[src/rtl/des_key_sched_iter.sv]
// Iterative DES/TDES round-key generator: one 48-bit PC-2 key per accepted beat.
// Handshake: a beat transfers on a clock edge where rk_valid && rk_ready; in_valid/in_ready likewise.
module des_key_sched_iter #(
  parameter int NUM_KEYS     = 1,
  parameter bit CHECK_PARITY = 1'b1
) (
  input  logic                    clk,
  input  logic                    nrst,
  input  logic                    in_valid,
  output logic                    in_ready,
  input  logic [64*NUM_KEYS-1:0]  in_key,
  input  logic                    in_decrypt,
  input  logic                    in_abort,
  output logic                    rk_valid,
  input  logic                    rk_ready,
  output logic [47:0]             rk_data,
  output logic [3:0]              rk_round,
  output logic [1:0]              rk_key_sel,
  output logic                    rk_dec,
  output logic                    rk_last,
  output logic                    parity_err,
  output logic                    busy
);

  localparam int KW = 64 * NUM_KEYS;

  typedef enum logic {IDLE = 1'b0, RUN = 1'b1} state_t;

  localparam int PC1 [56] = '{
    57, 49, 41, 33, 25, 17,  9,  1, 58, 50, 42, 34, 26, 18,
    10,  2, 59, 51, 43, 35, 27, 19, 11,  3, 60, 52, 44, 36,
    63, 55, 47, 39, 31, 23, 15,  7, 62, 54, 46, 38, 30, 22,
    14,  6, 61, 53, 45, 37, 29, 21, 13,  5, 28, 20, 12,  4};

  localparam int PC2 [48] = '{
    14, 17, 11, 24,  1,  5,  3, 28, 15,  6, 21, 10,
    23, 19, 12,  4, 26,  8, 16,  7, 27, 20, 13,  2,
    41, 52, 31, 37, 47, 55, 30, 40, 51, 45, 33, 48,
    44, 49, 39, 56, 34, 53, 46, 42, 50, 36, 29, 32};

  // Bit i set means round i+1 shifts by two; rounds 1, 2, 9 and 16 shift by one.
  localparam logic [15:0] SHIFT2 = 16'h7EFC;

  function automatic logic [55:0] pc1(input logic [63:0] k);
    logic [55:0] r;
    r = '0;
    for (int i = 0; i < 56; i++) r[6'(55 - i)] = k[6'(64 - PC1[i])];
    return r;
  endfunction

  function automatic logic [47:0] pc2(input logic [55:0] cd);
    logic [47:0] r;
    r = '0;
    for (int i = 0; i < 48; i++) r[6'(47 - i)] = cd[6'(56 - PC2[i])];
    return r;
  endfunction

  function automatic logic [27:0] rotl(input logic [27:0] x, input logic two);
    return two ? {x[25:0], x[27:26]} : {x[26:0], x[27]};
  endfunction

  function automatic logic [27:0] rotr(input logic [27:0] x, input logic two);
    return two ? {x[1:0], x[27:2]} : {x[0], x[27:1]};
  endfunction

  function automatic logic parity_ok(input logic [KW-1:0] k);
    logic ok;
    ok = 1'b1;
    for (int i = 0; i < 8 * NUM_KEYS; i++)
      if ((^k[8*i +: 8]) == 1'b0) ok = 1'b0;
    return ok;
  endfunction

  function automatic logic [63:0] get_key(input logic [KW-1:0] keys, input logic [1:0] sel);
    logic [63:0] r;
    r = '0;
    for (int k = 0; k < NUM_KEYS; k++)
      if (sel == 2'(k)) r = keys[64*k +: 64];
    return r;
  endfunction

  // Returns {decrypt_pass, key_sel} for pass p; TDES runs EDE, reversed for decrypt.
  function automatic logic [2:0] pass_cfg(input logic [1:0] p, input logic jd);
    if (NUM_KEYS == 1) return {jd, 2'd0};
    else if (!jd)      return {p == 2'd1, p};
    else               return {p != 2'd1, 2'd2 - p};
  endfunction

  // Decrypt passes start unrotated: a full 28-bit rotation lands on K16.
  function automatic logic [55:0] load_cd(input logic [63:0] key, input logic dec);
    logic [55:0] cd0;
    cd0 = pc1(key);
    return dec ? cd0 : {rotl(cd0[55:28], 1'b0), rotl(cd0[27:0], 1'b0)};
  endfunction

  state_t          state_q, state_d;
  logic [55:0]     cd_q, cd_d;
  logic [3:0]      round_q, round_d;
  logic [1:0]      pass_q, pass_d;
  logic [KW-1:0]   keys_q, keys_d;
  logic            jdec_q, jdec_d;
  logic [1:0]      sel_q, sel_d;
  logic            pdec_q, pdec_d;
  logic            perr_q, perr_d;
  logic [2:0]      cfg;

  always_ff @(posedge clk or negedge nrst) begin
    if (!nrst) begin
      state_q <= IDLE;
      cd_q    <= '0;
      round_q <= '0;
      pass_q  <= '0;
      keys_q  <= '0;
      jdec_q  <= 1'b0;
      sel_q   <= '0;
      pdec_q  <= 1'b0;
      perr_q  <= 1'b0;
    end else begin
      state_q <= state_d;
      cd_q    <= cd_d;
      round_q <= round_d;
      pass_q  <= pass_d;
      keys_q  <= keys_d;
      jdec_q  <= jdec_d;
      sel_q   <= sel_d;
      pdec_q  <= pdec_d;
      perr_q  <= perr_d;
    end
  end

  always_comb begin
    state_d = state_q;
    cd_d    = cd_q;
    round_d = round_q;
    pass_d  = pass_q;
    keys_d  = keys_q;
    jdec_d  = jdec_q;
    sel_d   = sel_q;
    pdec_d  = pdec_q;
    perr_d  = 1'b0;
    cfg     = '0;
    case (state_q)
      IDLE: begin
        if (in_valid) begin
          keys_d = in_key;
          jdec_d = in_decrypt;
          if (CHECK_PARITY && !parity_ok(in_key)) begin
            perr_d = 1'b1;
          end else begin
            cfg     = pass_cfg(2'd0, in_decrypt);
            state_d = RUN;
            pass_d  = 2'd0;
            round_d = 4'd0;
            sel_d   = cfg[1:0];
            pdec_d  = cfg[2];
            cd_d    = load_cd(get_key(in_key, cfg[1:0]), cfg[2]);
          end
        end
      end
      RUN: begin
        // Abort wins over a handshake in the same cycle.
        if (in_abort) begin
          state_d = IDLE;
        end else if (rk_ready) begin
          if (round_q == 4'd15) begin
            round_d = 4'd0;
            if (rk_last) begin
              state_d = IDLE;
            end else begin
              pass_d = pass_q + 2'd1;
              cfg    = pass_cfg(pass_q + 2'd1, jdec_q);
              sel_d  = cfg[1:0];
              pdec_d = cfg[2];
              cd_d   = load_cd(get_key(keys_q, cfg[1:0]), cfg[2]);
            end
          end else begin
            round_d = round_q + 4'd1;
            if (pdec_q)
              cd_d = {rotr(cd_q[55:28], SHIFT2[4'd15 - round_q]),
                      rotr(cd_q[27:0],  SHIFT2[4'd15 - round_q])};
            else
              cd_d = {rotl(cd_q[55:28], SHIFT2[round_q + 4'd1]),
                      rotl(cd_q[27:0],  SHIFT2[round_q + 4'd1])};
          end
        end
      end
      default: state_d = IDLE;
    endcase
  end

  assign in_ready   = (state_q == IDLE);
  assign busy       = (state_q == RUN);
  assign rk_valid   = (state_q == RUN);
  assign rk_data    = pc2(cd_q);
  assign rk_round   = round_q;
  assign rk_key_sel = sel_q;
  assign rk_dec     = pdec_q;
  assign rk_last    = (pass_q == 2'(NUM_KEYS - 1)) && (round_q == 4'd15);
  assign parity_err = perr_q;

endmodule
[config.mk]
export PLATFORM = sky130hd
export DESIGN_NAME = des_key_sched_iter
export DESIGN_NICKNAME = d
export VERILOG_FILES = /design/src/rtl/des_key_sched_iter.sv
export SDC_FILE = /design/constraint.sdc
export NUM_CORES = 1
export LEC_CHECK = 0
export CAP_MARGIN = 20
export CELL_PAD_IN_SITES_DETAIL_PLACEMENT = 1
export CELL_PAD_IN_SITES_GLOBAL_PLACEMENT = 1
export CORE_MARGIN = 3
export CORE_UTILIZATION = 39
export CTS_BUF_LIST = sky130_fd_sc_hd__clkbuf_8 sky130_fd_sc_hd__clkbuf_16
export CTS_CLUSTER_DIAMETER = 40
export DETAILED_ROUTE_END_ITERATION = 7
export HOLD_SLACK_MARGIN = 0.05
export PLACE_DENSITY_LB_ADDON = 0.3
export SKIP_CTS_REPAIR_TIMING = 1
export SYNTH_ARGS = -nofsm -noshare
export SYNTH_HDL_FRONTEND = slang
export SYNTH_SLANG_ARGS = --single-unit
[constraint.sdc]
create_clock -name clk -period 3 [get_ports clk]
set_input_delay 0.3 -clock clk [delete_from_list [all_inputs] [get_ports clk]]
set_output_delay 0.3 -clock clk [all_outputs]
set_load 0.1 [all_outputs]
After elaboration in Yosys (flattened, before gate mapping)

Memory sizes are Yosys's and may differ from the RTL's.
Cells that the tools add are included.

Multiplexer cells: 73
Bitwise logic cells: 1
Reductions and logical operators: 16
Equality and inequality tests: 8
Magnitude comparators: 2
$add $sub $neg: 3

Operators by type and width:

| kind                                                       | number |
|---|---|
| 2-to-1 mux 56 bit                                          | 7 |
| 2-to-1 mux 28 bit                                          | 4 |
| case mux 56 bit (2 select lines)                           | 1 |
| 2-to-1 mux 33 bit                                          | 2 |
| parity 8 bit                                               | 8 |
| 2-to-1 mux 29 bit                                          | 2 |
| 2-to-1 mux 1 bit                                           | 27 |
| 2-to-1 mux 2 bit                                           | 12 |
| 2-to-1 mux 3 bit                                           | 8 |
| 2-to-1 mux 4 bit                                           | 5 |
| less-than comparator 4 x 5 -> 1 bit, second input constant | 2 |
| != test 2 bit, second input constant                       | 4 |
| case mux 2 bit (2 select lines)                            | 2 |
| case mux 4 bit (2 select lines)                            | 1 |
| logical NOT 2 bit                                          | 3 |
| AND reduction 6 bit                                        | 1 |
| AND reduction 5 bit                                        | 1 |
| adder 4 x 1 -> 4 bit, second input constant                | 1 |
| equality test 4 bit, second input constant                 | 1 |
| != test 2 x 1 -> 1 bit, second input constant              | 2 |
| case mux 1 bit (2 select lines)                            | 2 |
| AND reduction 4 bit                                        | 1 |
| subtractor 4 bit, first input constant                     | 1 |
| != test 3 bit, second input constant                       | 1 |
| 4 further kinds                                            | 4 |

Memories: 2
Input port bits: 70
Flip-flop bits (word level): 97
Memory bits (read-only): 32
Output and inout port bits: 60

Memory list:

| name             | depth | bits a word | rd ports | clocked after memory_dff | wr ports | line | source |
|---|---|---|---|---|---|---|---|
| (name not given) | 16    | 1           | 1        | 0                        | 0        | 183  | `rotl(cd_q[27:0], SHIFT2[round_q + 4'd1])};` |
| (name not given) | 16    | 1           | 1        | 0                        | 0        | 180  | `rotr(cd_q[27:0], SHIFT2[4'd15 - round_q])};` |

Depth between registers and ports, before layout

Gate-level depths: netlist of run 1.

Depth after elaboration: 20
Mapped depth: 10
Mapped depth without buffers: 8

Worst setup path before layout of run 1

No wires, ideal clock.

Path kind: register to register
Start: reg round_q[1], in the netlist rk_round[1]
End: reg cd_q[19]
Slack: -0.642 ns
Data arrival time: 3.517 ns
Clock period less this slack: 3.642 ns
Stages on the path, launching flop included: 10
Setup time: 0.125 ns
Cell sequence: dfrtp_1 > ha_1 > buf_6 > and3_1 > clkbuf_1 > and2_1 > nand2b_1 > o31a_1 > clkbuf_1 > mux2_2

Elaborated cells between the ends (all ways): 17

RTL lines:

| what                                 | line | source |
|---|---|---|
| from (decl)                          | 98   | `logic [3:0] round_q, round_d;` |
| from (signal assigned)               | 121  | `round_q <= round_d;` |
| equality test 4 bit                  | 198  | `assign rk_last = (pass_q == 2'(NUM_KEYS - 1)) && (round_q == 4'd15);` |
| logical AND 1 bit                    | 198  |  |
| named net rk_last                    | 20   | `output logic rk_last,` |
| != test 3 bit (no source line)       | -    |  |
| AND reduction 5 bit (no source line) | -    |  |
| to (signal assigned)                 | 110  | `cd_q <= '0;` |
| to (signal assigned)                 | 120  | `cd_q <= cd_d;` |
| to (decl)                            | 97   | `logic [55:0] cd_q, cd_d;` |

The timed path passes the listed nets, and every way through them passes these cells. The select of a mux whose other input is x is not followed.
A chain may end at the register's enable or synchronous reset.

Worst setup path after layout of run 1

Start: reg round_q[0], in the netlist rk_round[0]
End: reg cd_q[46]

Cells in the longest elaborated chain, start to end: 9
Elaborated cells between the ends (all ways): 17

RTL lines:

| what                                                     | line     | source |
|---|---|---|
| adder 4 x 1 -> 4 bit or subtractor 4 bit (tied branches) | 182, 179 |  |
| memory read (16 x 1 bit) (on tied branches)              | -        |  |
| 2-to-1 mux 1 bit (on tied branches)                      | -        |  |
| 2-to-1 mux 28 bit (on tied branches)                     | 59, 63   |  |
| 2-to-1 mux 56 bit                                        | 178      | `if (pdec_q)` |
| 2-to-1 mux 56 bit                                        | 165      | `if (round_q == 4'd15) begin` |
| 2-to-1 mux 56 bit                                        | 164      | `end else if (rk_ready) begin` |
| 2-to-1 mux 56 bit                                        | 162      | `if (in_abort) begin` |
| case mux 56 bit (2 select lines)                         | 142      | `case (state_q)` |

Parallel ways exist; a longest one is shown, timed or not. The select of a mux whose other input is x is not followed.

==> implementation parameters, run 1 <==
Parameter                              Value

Synthesis
  Dominant cell type by area after synthesis ... sky130_fd_sc_hd__dfrtp_1
  Post-synth EDFFs ... 0
  Share of the synthesized area in the top cell type ... 0.319
  Ranking of synthesized cells by area ... sky130_fd_sc_hd__dfrtp_1 (32%), sky130_fd_sc_hd__nand2_1 (12%), sky130_fd_sc_hd__xnor2_1 (6.5%)
  Primary flip-flop cell chosen by synthesis mapping ... sky130_fd_sc_hd__dfrtp_1
  Post-synthesis instance total ... 783
  Area of the mapped netlist ... 0.00643 mm²
  Syn avg cell area ... 8.21 µm²
  Yosys reg bits ... between 80 and 90
  Seq/Total Area, Yosys ... 0.319
  Warnings, synthesis ... 0
  Synth cell types ... 48
  Fraction of synthesis flops using an asynchronous set or reset pin ... 1.00

Placement
  Placed wire-length estimate after detailed placement ... 14000 µm
  Global placement routability congestion ... 0.821
  # port buffers ... 105
  Total placed cells including tap cells ... between 1000 and 1500
  Instance area after placement ... 0.00730 mm²

STA
  Max-slew headroom ... 0.402
  Period Utilization, post-route ... 0.944
  Transition time at the pin with the least slew margin ... 893 ps
  Total negative setup slack ... 0 ps
  Final Max Tran Viols ... 0
  Fin Clk Skew ... 13.4 ps
  Fin. Hold Viols ... 0
  Total setup violations reported at the end of the flow ... 0
  Smallest hold slack ... ~380 ps
  Highest clock frequency the design can meet ... approximately 350 MHz
  Final Critical Period ... about 2800 ps

Drt
  Total number of vias ... 5944
  Antenna violation net count after detailed routing ... 0
  Wirelength per Cell ... 19.1 µm
  Routed wire length ... approximately 20000 µm
  Residual DRC ... 0
  Initial detailed-routing violation count ... around 500
  Post-detailed-route via-to-cell ratio ... approximately 5.7
  Number of iterations in the first detailed-routing pass ... 5

Outcome
  Run status ... complete, no violations

Pwr
  Relative contribution of the clock network to total power ... 0.196
  Cell Int Power ... 2.55 mW
  NetSw ... 2.47 mW
  Worst supply voltage drop on vdd ... approximately 0.0007 V
  Combinational power share ... 0.495
  Sequential share of power ... 0.309
  Switching share of power ... 0.492
  Leakage power of the design ... 3.18 nW
  Total power ... 5.01 mW
  Power density over cell area ... 662 mW/mm²

Finish
  Diodes inserted ... 0
  Number of standard cells in the layout, taps in and fillers out ... approximately 1000
  Finished Cell Area ... approximately 0.0076 mm²
  Total Nets Final ... 904
  Combined area of the multi-input logic cells ... 0.00382 mm²
  FF+latch area ... 0.00206 mm²
  Area growth from synthesis to final layout ... 17.8%
  Most frequent standard cell in the layout excluding fill and tap cells ... sky130_fd_sc_hd__nand2_1
  Fraction of final layout cells with drive strength greater than 1 ... 0.128
  Commonest cells after routing, fill and taps aside ... sky130_fd_sc_hd__nand2_1 (205), sky130_fd_sc_hd__dfrtp_1 (79), sky130_fd_sc_hd__nand3_1 (69), sky130_fd_sc_hd__clkdlybuf4s50_1 (68), sky130_fd_sc_hd__buf_4 (50)
  Fill cell count ... 1961

Worst setup path
  Type of the worst setup path ... flip-flop to flip-flop
  Type of origin of the critical path ... flip-flop
  Cell type group with the largest total delay on the critical path ... simple AND/OR/NAND/NOR gates
  Delay of the slowest cell on the worst path ... approximately 500 ps
  Bufs and invs on worst path ... 1
  Highest net fanout along the worst path ... 25
  CP cell instances ... ha_1 -> or3_1 -> a21oi_1 -> or3_1 -> buf_4 -> nand2_1 -> nand3b_1 -> a32o_1
  Arrival time worst endpoint ... 3120 ps
  Data required time of the critical path ... 3280 ps
  Slowest-stage cell, CP ... sky130_fd_sc_hd__or3_1
  Category of the worst setup path capture point ... flip-flop
  Cell with the most instances on the worst path ... sky130_fd_sc_hd__or3_1

GRT
  Number of global-route vias before repair ... 6309
  Remaining global-route overflow ... 0
  Global Route Usage Sum ... 0.224
  Maximum number of pins on one net before global-route repair ... 76
  Number of antenna violations at the first check in global routing ... 0
  Global-route wire length before repair ... around 33000 µm

Clock network
  Clock sink count ... 82
  CTS H-tree lvls ... 3
  CTS tree ... yes
  Root Buffer ... sky130_fd_sc_hd__clkbuf_16
  Buffer depth of the longest clock path ... 2
  Clock latency on the worst-skew pair ... 350 ps
  Clock slew at reported path FFs ... 70 ps
  Inserted Clock Buffers ... 9

Floorplan
  Core box area ... 0.0160 mm²
  Floorplan row count ... 46
  IO Pins ... 130
  Initial Utilization ... 0.402
  Horizontal die dimension ... between 100 and 150 µm
  Die height ... 134 µm
  Floorplan die area ... 0.0181 mm²

Run
  Total of max-cap violations ... 0

Worst hold path
  Worst min path class ... primary input to asynchronous set/reset pin
[through the flow]
step	worst slack, ps	utilization
4_1_cts	-109	0.472
2_1_floorplan	139	-
3_3_place_gp	99.5	0.455
3_5_place_dp	-85.4	0.456
5_1_grt	-4.08	0.473
6_report	167	0.473
[logic make-up after synthesis]
logic type,synth area share
AOI/OAI and AO/OA,0.126
xor gates and xnor gates,0.0776
adders and majority gates,0.00953
buffers and inverters,0.105
DFF,0.319
muxes,0.109
other,0.000583
and+or+nand+nor,0.253
[registers in the layout (all words and copies together), names as in the netlist]
name and cells:
rk_round 4, jdec_q 1, pass_q 2, parity_err 1, rk_dec 1, busy 1
keys_q 16, cd_q 56
[cell type report]
class	count	area share
multi-input cells	607	0.505
flip-flops and latches	82	0.271
repair buffers	123	0.152
well taps	216	0.0357
clock buffers	9	0.0297
inverters	7	0.00363
clock inverters	5	0.00264
[routing by layer]
metal	vias up	global-route usage	part of all wire
met3	25	0.0371	0.043
li1	2758	-	-
met2	149	0.380	0.49
met5	-	0	0
met1	3012	0.299	0.45
met4	0	0.0571	0.016
[path summary, 6_finish.rpt]
kind	startpoint	endpoint	slack (ps)	depth (start not counted)
min reg2reg	keys_q[9]$_DFFE_PN0P_	keys_q[9]$_DFFE_PN0P_	500	2
max	rk_round[0]$_DFFE_PN0P_	cd_q[46]$_DFFE_PN0P_	170	8
min	nrst	busy$_DFF_PN0_	380	2
max reg2reg	rk_round[0]$_DFFE_PN0P_	cd_q[46]$_DFFE_PN0P_	170	8
max in group asynchronous	nrst	cd_q[54]$_DFFE_PN0P_	1970	3
min in group clk	keys_q[9]$_DFFE_PN0P_	keys_q[9]$_DFFE_PN0P_	500	2
[worst register-to-register path, cell delays in order (launching register included)]
cell	delay [ps]
sky130_fd_sc_hd__dfrtp_2	430
sky130_fd_sc_hd__ha_1	320
sky130_fd_sc_hd__or3_1	420
sky130_fd_sc_hd__a21oi_1	290
sky130_fd_sc_hd__or3_1	500
sky130_fd_sc_hd__buf_4	410
sky130_fd_sc_hd__nand2_1	110
sky130_fd_sc_hd__nand3b_1	100
sky130_fd_sc_hd__a32o_1	180
[Yosys cell counts, types with 12 or more instances]
library cell / instances
sky130_fd_sc_hd__a32o_1: 36
sky130_fd_sc_hd__and3_1: 12
sky130_fd_sc_hd__buf_4: 52
sky130_fd_sc_hd__clkbuf_1: 43
sky130_fd_sc_hd__dfrtp_1: 82
sky130_fd_sc_hd__mux2_2: 29
sky130_fd_sc_hd__mux2i_1: 33
sky130_fd_sc_hd__nand2_1: 205
sky130_fd_sc_hd__nand3_1: 69
sky130_fd_sc_hd__nand3b_1: 37
sky130_fd_sc_hd__o21ai_0: 32
sky130_fd_sc_hd__xnor2_1: 48
[power by group through the flow]
stage	clock network (mW)	logic (mW)	registers, mW
after detailed placement	0	2.47	1.56
after global placement	0	2.40	1.54
after CTS	1.00	2.47	1.54
after floorplan	0	1.91	1.59
after global routing	1.05	2.64	1.58
final	0.982	2.48	1.55
No activity file was read; power rests on OpenSTA's default activity.
==> run 2, diff against run 1 <==
--- a/config.mk
+++ b/config.mk
@@ -10,3 +10,3 @@
 export CELL_PAD_IN_SITES_GLOBAL_PLACEMENT = 1
-export CORE_MARGIN = 3
+export CORE_MARGIN = 2
 export CORE_UTILIZATION = 39
==> constraint.sdc (replaced) <==
create_clock -name clk -period 3 [get_ports clk]
set_input_delay 0.9 -clock clk [delete_from_list [all_inputs] [get_ports clk]]
set_output_delay 0.9 -clock clk [all_outputs]
set_load 0.1 [all_outputs]
==> run 2 against run 1 <==
Cell area rose by 3.4%; utilization rose by 1.6 points; register-to-register slack barely moved; power rose by 2.1%; combinational power barely moved; largest cell class unchanged; clock skew fell by 4.2 ps; hold slack improved by 120 ps; via count rose by 0.59%; clock power rose by 10%.
==> implementation parameters, run 2 (synthesis results as in run 1) <==
Parameter                              Value

Drt
  Total number of vias ... 5979 (+0.59%)
  Antenna violation net count after detailed routing ... 0 (unchanged)
  Routed wire length ... 20100 µm (+0.25%)
  Number of iterations in the first detailed-routing pass ... 4 (-1)
  Wirelength per Cell ... 18.8 µm (-2.0%)
  Post-detailed-route via-to-cell ratio ... 5.57 (-1.7%)
  Initial detailed-routing violation count ... 424 (-16%)
  Residual DRC ... 0 (unchanged)

Worst setup path
  Slowest-stage cell, CP ... sky130_fd_sc_hd__clkdlybuf4s50_1
  R2R setup slack ... 180 ps (about the same)
  Bufs and invs on worst path ... 2 (+1)
  Arrival time worst endpoint ... 3170 ps (+50 ps)
  Highest net fanout along the worst path ... 18 (-28%)
  Data required time of the critical path ... 3230 ps (-50 ps)
  Count of cells along the worst register-to-register path ... 8 (unchanged)
  Cell type group with the largest total delay on the critical path ... buffers and inverters
  Type of origin of the critical path ... primary input
  CP cell instances ... clkdlybuf4s50_1 -> xor2_1 -> xnor2_1 -> xnor2_1 -> nand4_1 -> o31a_2 -> buf_4 -> mux2_2
  Category of the worst setup path capture point ... flip-flop
  FF-to-FF Start ... rk_round[0]$_DFFE_PN0P_
  Cell with the most instances on the worst path ... sky130_fd_sc_hd__xnor2_1
  Delay of the slowest cell on the worst path ... 490 ps (about the same)
  End of the worst register-to-register path ... cd_q[54]$_DFFE_PN0P_
  Type of the worst setup path ... primary input to flip-flop

Clock network
  Clock slew at reported path FFs ... 60 ps (about the same)
  Inserted Clock Buffers ... 9 (unchanged)
  Clock sink count ... 82 (unchanged)
  CTS tree ... yes
  Buffer depth of the longest clock path ... 2 (unchanged)
  CTS H-tree lvls ... 3 (unchanged)
  Clock latency on the worst-skew pair ... 350 ps (about the same)
  Root Buffer ... sky130_fd_sc_hd__clkbuf_16

Placement
  Global placement routability congestion ... 0.791 (-3.7%)
  Placed wire-length estimate after detailed placement ... 14200 µm (+1.7%)
  Instance area after placement ... 0.00754 mm² (+3.3%)
  # port buffers ... 105 (unchanged)

GRT
  Global-route wire length before repair ... 33800 µm (+2.3%)
  Global Route Usage Sum ... 0.235 (+0.0105)
  Remaining global-route overflow ... 0 (unchanged)
  Maximum number of pins on one net before global-route repair ... 73 (-3.9%)
  Number of antenna violations at the first check in global routing ... 0 (unchanged)
  Number of global-route vias before repair ... 6508 (+3.2%)

Finish
  Finished Cell Area ... 0.00783 mm² (+3.4%)
  Fraction of final layout cells with drive strength greater than 1 ... 0.155 (+0.0267)
  Largest reg by FF count ... cd_q
  Area growth from synthesis to final layout ... 21.8%
  FF+latch area ... 0.00206 mm² (unchanged)
  Total Nets Final ... 926 (+2.4%)
  Diodes inserted ... 0 (unchanged)
  Most frequent standard cell in the layout excluding fill and tap cells ... sky130_fd_sc_hd__nand2_1
  Fill cell count ... 1949 (-0.61%)
  Combined area of the multi-input logic cells ... 0.00380 mm² (-0.52%)
  Flip-flop count of the largest register, all copies and words added ... 56 (unchanged)
  Commonest cells after routing, fill and taps aside ... sky130_fd_sc_hd__nand2_1 (205), sky130_fd_sc_hd__dfrtp_1 (79), sky130_fd_sc_hd__nand3_1 (69), sky130_fd_sc_hd__clkdlybuf4s50_1 (68), sky130_fd_sc_hd__buf_4 (68)

Floorplan
  Core box area ... 0.0160 mm² (unchanged)
  Floorplan die area ... 0.0175 mm² (-3.0%)
  Die height ... 132 µm (-1.5%)
  Initial Utilization ... 0.402 (unchanged)
  Horizontal die dimension ... 132 µm (-1.5%)
  IO Pins ... 130 (unchanged)
  Floorplan row count ... 46 (unchanged)

STA
  Period Utilization, post-route ... 0.979 (+0.0349)
  Unrepaired setup endpoints after global routing ... false
  Final Critical Period ... 2940 ps (+105 ps)
  Total setup violations reported at the end of the flow ... 0 (unchanged)
  Highest clock frequency the design can meet ... 340 MHz (-3.6%)
  Max-slew headroom ... 0.374 (-0.0284)
  Fin Clk Skew ... 9.22 ps (-4.18 ps)
  Final Max Tran Viols ... 0 (unchanged)
  Transition time at the pin with the least slew margin ... 935 ps (+42.4 ps)
  Fin. Hold Viols ... 0 (unchanged)
  Total negative setup slack ... 0 ps (unchanged)

Worst hold path
  Worst hold path depth ... 2
  Worst min path class ... flip-flop to flip-flop
  Hold Startpoint ... keys_q[25]$_DFFE_PN0P_
  Capture endpoint of the worst hold path ... keys_q[25]$_DFFE_PN0P_

Outcome
  Run status ... complete, no violations

Pwr
  Power density over cell area ... 654 mW/mm² (-1.2%)
  Leakage power of the design ... 3.32 nW (+4.2%)
  Worst supply voltage drop on vdd ... 0.000451 V (-37%)

Run
  Total of max-cap violations ... 0 (unchanged)
[run 2: worst max-delay path by stage]
stage	from	endpoint	slack, ps	cells after the start
6_report	in_key[17]	cd_q[20]$_DFFE_PN0P_	60	8
3_5_place_dp	in_key[17]	cd_q[17]$_DFFE_PN0P_	-280	8
2_1_floorplan	rk_round[1]$_DFFE_PN0P_	cd_q[19]$_DFFE_PN0P_	140	9
3_3_place_gp	in_key[17]	cd_q[17]$_DFFE_PN0P_	-220	8
5_1_grt	in_key[17]	cd_q[19]$_DFFE_PN0P_	5	8
4_1_cts	in_key[17]	cd_q[19]$_DFFE_PN0P_	80	8
[run 2: layout make-up]
cell class / count / area share
Tap cell: 216 / 0.0345
Multi-Input combinational cell: 606 / 0.486
Timing Repair Buffer: 146 / 0.178
Clock inverter: 4 / 0.00224
Sequential cell: 82 / 0.262
Inverter: 7 / 0.00351
Clock buffer: 12 / 0.0340
[run 2: per-layer routing]
metal | routed length, µm | track usage | vias up | share of wire
li1 | - | - | 2794 | -
met1 | 8780 | 0.298 | 3037 | 0.44
met2 | 10400 | 0.419 | 133 | 0.52
met3 | 784 | 0.0406 | 15 | 0.039
met4 | 193 | 0.0478 | 0 | 0.0096
met5 | 0 | 0 | - | 0
[run 2: through the flow]
step / utilization / power [mW] / hold WS, ps / std cells / setup slack [ps]
global route: 0.490 / 5.36 / 542 / 1073 / 5.32
CTS: 0.489 / 5.15 / 507 / 1072 / 79.8
global placement: 0.471 / 3.97 / 480 / 1056 / -224
finish: 0.490 / 5.12 / 500 / 1073 / 62.3
detailed placement: 0.471 / 4.05 / 489 / 1056 / -281
floorplan: - / 3.50 / 458 / 806 / 139
[run 2: power breakdown]
part           total [mW]  switching (mW)  internal, mW  leakage (nW)
logic                2.50            1.73         0.766          2.08
registers            1.54           0.276          1.27          1.09
clock network        1.08           0.459         0.621         0.151
[run 2: worst register-to-register path: cells and delay by family (launching register included)]
kind	cells	cell delay, ps
flops	1	440
buf+inv	1	390
compound gates	2	480
fa+ha+maj	1	320
simple gates	4	1130
